`src/rtl/am2949_busctl.sv`:
```
// Bidirectional bus transceiver controller: round-robin A/B grants with a
// dead TURN phase between driving phases. Define AM2949_BUSCTL_MAXHOLD_EN to force contended release.
module am2949_busctl #(
    parameter int TURNAROUND = 1,
    parameter int MAXHOLD    = 8
) (
    input  logic clk,
    input  logic rst,
    input  logic reqa,
    input  logic reqb,
    output logic gnta,
    output logic gntb,
    output logic tr_,
    output logic rc_,
    output logic busy
);
    typedef enum logic [1:0] {IDLE, ATOB, BTOA, TURN} state_t;

    localparam logic [3:0] TURN_LAST = 4'(TURNAROUND - 1);

    state_t     state_q, state_d;
    logic [3:0] turn_q, turn_d;
    logic       last_b_q, last_b_d;   // 1: B was served most recently
    logic       hold_done;

`ifdef AM2949_BUSCTL_MAXHOLD_EN
    localparam logic [7:0] HOLD_LIM = 8'(MAXHOLD - 1);
    logic [7:0] hold_q, hold_d;
    assign hold_done = (hold_q >= HOLD_LIM);
`else
    assign hold_done = 1'b0;
`endif

    function automatic state_t pick(input logic a, input logic b, input logic last_b);
        if (a && (!b || last_b)) return ATOB;
        else if (b)              return BTOA;
        else                     return IDLE;
    endfunction

    always_comb begin
        state_d  = state_q;
        turn_d   = turn_q;
        last_b_d = last_b_q;
        case (state_q)
            IDLE: state_d = pick(reqa, reqb, last_b_q);
            ATOB: if (!reqa || (reqb && hold_done)) state_d = TURN;
            BTOA: if (!reqb || (reqa && hold_done)) state_d = TURN;
            TURN: begin
                if (turn_q == TURN_LAST) state_d = pick(reqa, reqb, last_b_q);
                else                     turn_d  = turn_q + 4'd1;
            end
        endcase
        if (state_d == TURN && state_q != TURN) turn_d = 4'd0;
        if ((state_d == ATOB || state_d == BTOA) && (state_q == IDLE || state_q == TURN))
            last_b_d = (state_d == BTOA);
    end

`ifdef AM2949_BUSCTL_MAXHOLD_EN
    // Counter restarts on entry to a driving phase and saturates at 255.
    always_comb begin
        hold_d = hold_q;
        if (state_q == IDLE || state_q == TURN) hold_d = 8'd0;
        else if (hold_q != 8'hFF)               hold_d = hold_q + 8'd1;
    end
`endif

    // Outputs are registered from the next state so they change with the state.
    always_ff @(posedge clk or posedge rst) begin
        if (rst) begin
            state_q  <= IDLE;
            turn_q   <= 4'd0;
            last_b_q <= 1'b1;
`ifdef AM2949_BUSCTL_MAXHOLD_EN
            hold_q   <= 8'd0;
`endif
            gnta     <= 1'b0;
            gntb     <= 1'b0;
            tr_      <= 1'b1;
            rc_      <= 1'b1;
            busy     <= 1'b0;
        end else begin
            state_q  <= state_d;
            turn_q   <= turn_d;
            last_b_q <= last_b_d;
`ifdef AM2949_BUSCTL_MAXHOLD_EN
            hold_q   <= hold_d;
`endif
            gnta     <= (state_d == ATOB);
            gntb     <= (state_d == BTOA);
            tr_      <= (state_d != ATOB);
            rc_      <= (state_d != BTOA);
            busy     <= (state_d != IDLE);
        end
    end
endmodule
```
`config.mk`:
```
export PLATFORM = sky130hd
export DESIGN_NAME = am2949_busctl
export DESIGN_NICKNAME = d
export VERILOG_FILES = /design/src/rtl/am2949_busctl.sv
export SDC_FILE = /design/constraint.sdc
export NUM_CORES = 1
export LEC_CHECK = 0
export CORE_UTILIZATION = 45
export CTS_CLUSTER_SIZE = 16
export DETAILED_ROUTE_END_ITERATION = 8
export GPL_TIMING_DRIVEN = 0
export PLACE_DENSITY_LB_ADDON = 0.12
export SLEW_MARGIN = 20
export SYNTH_ARGS = -nofsm -noshare
export SYNTH_HDL_FRONTEND = slang
export SYNTH_SLANG_ARGS = --single-unit
export TNS_END_PERCENT = 10
```
`constraint.sdc`:
```
create_clock -name clk -period 3.3 [get_ports clk]
set_clock_uncertainty 0.1 [all_clocks]
set_input_delay 0.33 -clock clk [delete_from_list [all_inputs] [get_ports clk]]
set_output_delay 0.33 -clock clk [all_outputs]
set_load 0.02 [all_outputs]
```
# Yosys cells after proc, flatten, opt, wreduce, memory -nomap -nowiden
# Cells that the tools add are included.
[classes] muxes=9 n_reduce_logical=12 n_addsub=1 n_eq_ne=10
[op_table] op="$mux 4" n=3
[op_table] op="$mux 2" n=5
[op_table] op="$eq 2x2->1 const B" n=4
[op_table] op="$pmux 2 s4" n=1
[op_table] op="$add 4x1->4 const B" n=1
[op_table] op="$eq 2x1->1 const B" n=2
[op_table] op="$logic_not 4->1" n=1
[op_table] op="$ne 2x1->1 const B" n=2
[op_table] op="$ne 2x2->1 const B" n=2
[op_table] op="$reduce_bool 2->1" n=2
[op_table] op="$logic_and 1x1->1" n=3
[op_table] op="$logic_or 1x1->1" n=3
[op_table] op="$logic_not 2->1" n=1
[op_table] op="$reduce_and 2->1" n=1
[op_table] op="$logic_not 1->1" n=1
[word_totals] regBits=12 wordCells=40 in_bits=4

# Logic depth before layout (Yosys ltp)
[depth] depth_word=10 ltp_mapped=11 mapped_depth_nobuf=11

# Worst setup path before layout
# OpenSTA, ideal clock, no wires.
[synth_path] path_type="register to register" startpoint="register turn_q[0]" endpoint="register turn_q[2]" arrival_ps=2303 path_slack_ps=820 t_required_ps=3123 path_stages_with_launch=12 cell_sequence="dfrtp_1 -> inv_1 -> ha_1 -> nor3b_4 -> nor2_2 -> a22o_1 -> a221o_1 -> ha_1 -> nor2b_1 -> a211oi_1 -> a21oi_1 -> a21oi_1"
[synth_between] elab_chain_len=7
[synth_lines] item="start: declaration" line_no="22" source="logic [3:0] turn_q, turn_d;"
[synth_lines] item="start signal: assignment" line_no="83" source="turn_q <= turn_d;"
[synth_lines] item="$logic_not 4->1 (*)" line_no="49" source="if (turn_q == TURN_LAST) state_d = pick(reqa, reqb, last_b_q);"
[synth_lines] item="$mux 2 (*)" line_no="49"
[synth_lines] item="$pmux 2 s4 (*)" line_no="44" source="case (state_q)"
[synth_lines] item="net state_d[0]" line_no="21" source="state_t state_q, state_d;"
[synth_lines] item="$eq 2x2->1 (*)" line_no="53" source="if (state_d == TURN && state_q != TURN) turn_d = 4'd0;"
[synth_lines] item="$logic_and 1x1->1 (*)" line_no="53"
[synth_lines] item="$ne 2x1->1 (no line) or $reduce_bool 2->1 (tied branches)"
[synth_lines] item="$reduce_and 2->1 (no line)"
# The timed path passes the listed nets; every way through them passes the cells marked *. The select of a mux whose other input is x is not followed.
# A chain may end at the register's enable or synchronous reset.

# Worst setup path in the final report
# Same ends and word-level chain as after synthesis.

==> results.md <==
- Outcome: completed
- Drt drc: 0
- Unrepaired setup endpoints after global routing: no
- Layout Nets: 97
- RD Place Congestion: approximately 0.73
- Register area share after synthesis: roughly 43%
- Startpoint types: flip-flop
- Vias: between 400 and 500
- Crit end category: flip-flop
- Slew @ Worst Pin: ~0.44 ns
- Worst rel slew slack: a little over two thirds
- Die width: 41.4 um
- Post-Syn Area per Cell: roughly 10 um^2
- Reg2reg end: turn_q[2]$_DFFE_PP0P_
- Total negative slack: 0 ns
- Design area: 825 um^2
- Reg clk slew, reported paths: around 0.08 ns
- Hold_buf cts: 0
- All-Layer GR Usage: 15.6%
- Post-CTS setup repair buffer count: 0
- Synth area leader: dfrtp_1
- Yosys reg bits: 12
- Post-Syn Instances: 69
- First-pass GRT wire length: 2080 um
- Max_cap viols: 0
- ANT nets after route: 0
- Clock latency on the worst-skew pair: approximately 0.26 ns
- Reg2Reg Depth: 11
- Lkg Pwr: 0.000386 uW
- Final hold viol count: 0
- CTS Buf Count: 3
- Vias in the first global route: between 400 and 500
- CP Data Required Time: approximately 3.4 ns
- Io pins: 9
- # rows: 13
- Total power: 832 uW
- Area delta synth->final: 17.9%
- Crit path kind: flip-flop to flip-flop
- Netlist cell types: 20
- CTS root buffer: clkbuf_4
- Antenna violations before repair: 0
- Pre-antenna DRT Iters: 4
- Diode count: 0
- Minimum clock period: around 2.8 ns
- Final Cycle Share: 83.9%
- Hold crit path type: primary input to async pin
- Max FO, Critical Path: 5
- Largest cells by area after synthesis: dfrtp_1 32%, ha_1 20%, dfstp_2 11%
- R2R setup slack: 0.53 ns
- Initial Util: roughly 50%
- HPWL Detailed: 859 um
- Fin worst setup slack: 0.531 ns
- # setup viols final: 0
- Die area: 1720 um^2
- CTS Sinks: 12
- Pwr Density: slightly above 1000 nW/um^2
- Max VDD drop: 0.000522 V
- Dpl cell area: 798 um^2
- Die Y: between 40 and 50 um
- CTS tree: done
- Dpl ws: 0.505 ns
- CTS H-tree depth: 1
- Syn nets: 84
- DR iter-0 viols: 10
- Clock Path Buffers: 2
- Share of cells above drive strength 1: 12.3%
- Largest net degree at the start of global routing: 13
- Via density: between 5 and 6
- Fin util: around three fifths
- DRT Wirelength: approximately 1100 um
- Synthesized cell area: 699 um^2
- Synth top area share: about a third
- Core Region: between 1000 and 1500 um^2
- Most frequent cells in the layout: 11 x ha_1, 9 x inv_1, 9 x dfrtp_1
- Per-cell routed wire length: around 12 um
- Reg-to-Reg Start: turn_q[0]$_DFFE_PP0P_
- Pins Over Slew Limit: 0
- Commonest non-fill, non-tap cell in the layout: ha_1
- # port buffers: 8
- Yosys warning total: 0
- WP data arrival: about 2.9 ns
- Remaining Overflow, GRT: 0
- F_max: about 0.36 GHz
- Cts repair resizes: 0
## per-layer routing
metal,vias up,part of all wire (%),GRT usage (%)
li1,259,-,-
met1,227,53,21.2
met2,7,42,23.4
met3,2,3.2,4.35
met4,0,1.3,5.81
met5,-,0,0
## sequential cells by signal, indices dropped and copies added, names as in the netlist
name and count:
last_b_q 1, state_q 2, busy 1, rc_ 1, tr_ 1, gnta 1, gntb 1, turn_q 4
## kinds of logic after synthesis
family	after synthesis	share of synthesized area (%)
simple gates	17	12.9
compound gates	19	18.4
fa+ha+maj	11	19.7
buf+inv	10	5.54
flops	12	43.5
## power by group
group	total, uW	internal (uW)	switching, uW
sequential	279	227	52.4
clock	95.6	46.7	49.0
combinational	457	201	256
total	832	475	357
## area by class of cell
class	instances	area, um^2
Buffer	1	5.00
Clock buffer	4	26.3
Fill cell	127	542
Inverter	9	33.8
Multi-Input combinational cell	47	357
Sequential cell	12	304
Tap cell	15	18.8
Timing Repair Buffer	8	80.1
## worst max-delay path by stage
stage	depth (start not counted)	start	endpoint
5_1_grt	11	turn_q[0]$_DFFE_PP0P_	turn_q[2]$_DFFE_PP0P_
6_report	11	turn_q[0]$_DFFE_PP0P_	turn_q[2]$_DFFE_PP0P_
3_3_place_gp	9	reqa	turn_q[2]$_DFFE_PP0P_
3_5_place_dp	9	reqa	turn_q[2]$_DFFE_PP0P_
2_1_floorplan	11	turn_q[0]$_DFFE_PP0P_	turn_q[2]$_DFFE_PP0P_
4_1_cts	11	turn_q[0]$_DFFE_PP0P_	turn_q[2]$_DFFE_PP0P_
## critical path: stages (launching register included)
cell,delay [ns]
dfrtp_1,0.43
inv_1,0.08
ha_1,0.14
nor3b_4,0.29
nor2_2,0.07
a22o_1,0.25
a221o_1,0.36
ha_1,0.21
nor2b_1,0.15
a211oi_1,0.40
a21oi_1,0.13
a21oi_1,0.12
## cells in the mapped netlist
cell type,count
nand3_1,1
a21oi_1,7
inv_1,9
a221oi_1,2
a21boi_0,2
a22o_2,1
nor3b_4,1
ha_1,11
dfrtp_1,9
nand2_1,3
a22o_1,1
nor2_2,1
a211oi_1,1
a221o_1,2
nor2_1,8
clkbuf_2,1
o21ai_0,3
nand2b_1,2
nor2b_1,1
dfstp_2,3
## per-stage QoR
step           hold WS, ns  std cells
3_5_place_dp         0.398         92
3_3_place_gp         0.391         92
2_1_floorplan       0.0926         69
6_report             0.256         96
5_1_grt              0.303         96
4_1_cts              0.273         96
Power figures use the tool's default switching activity.
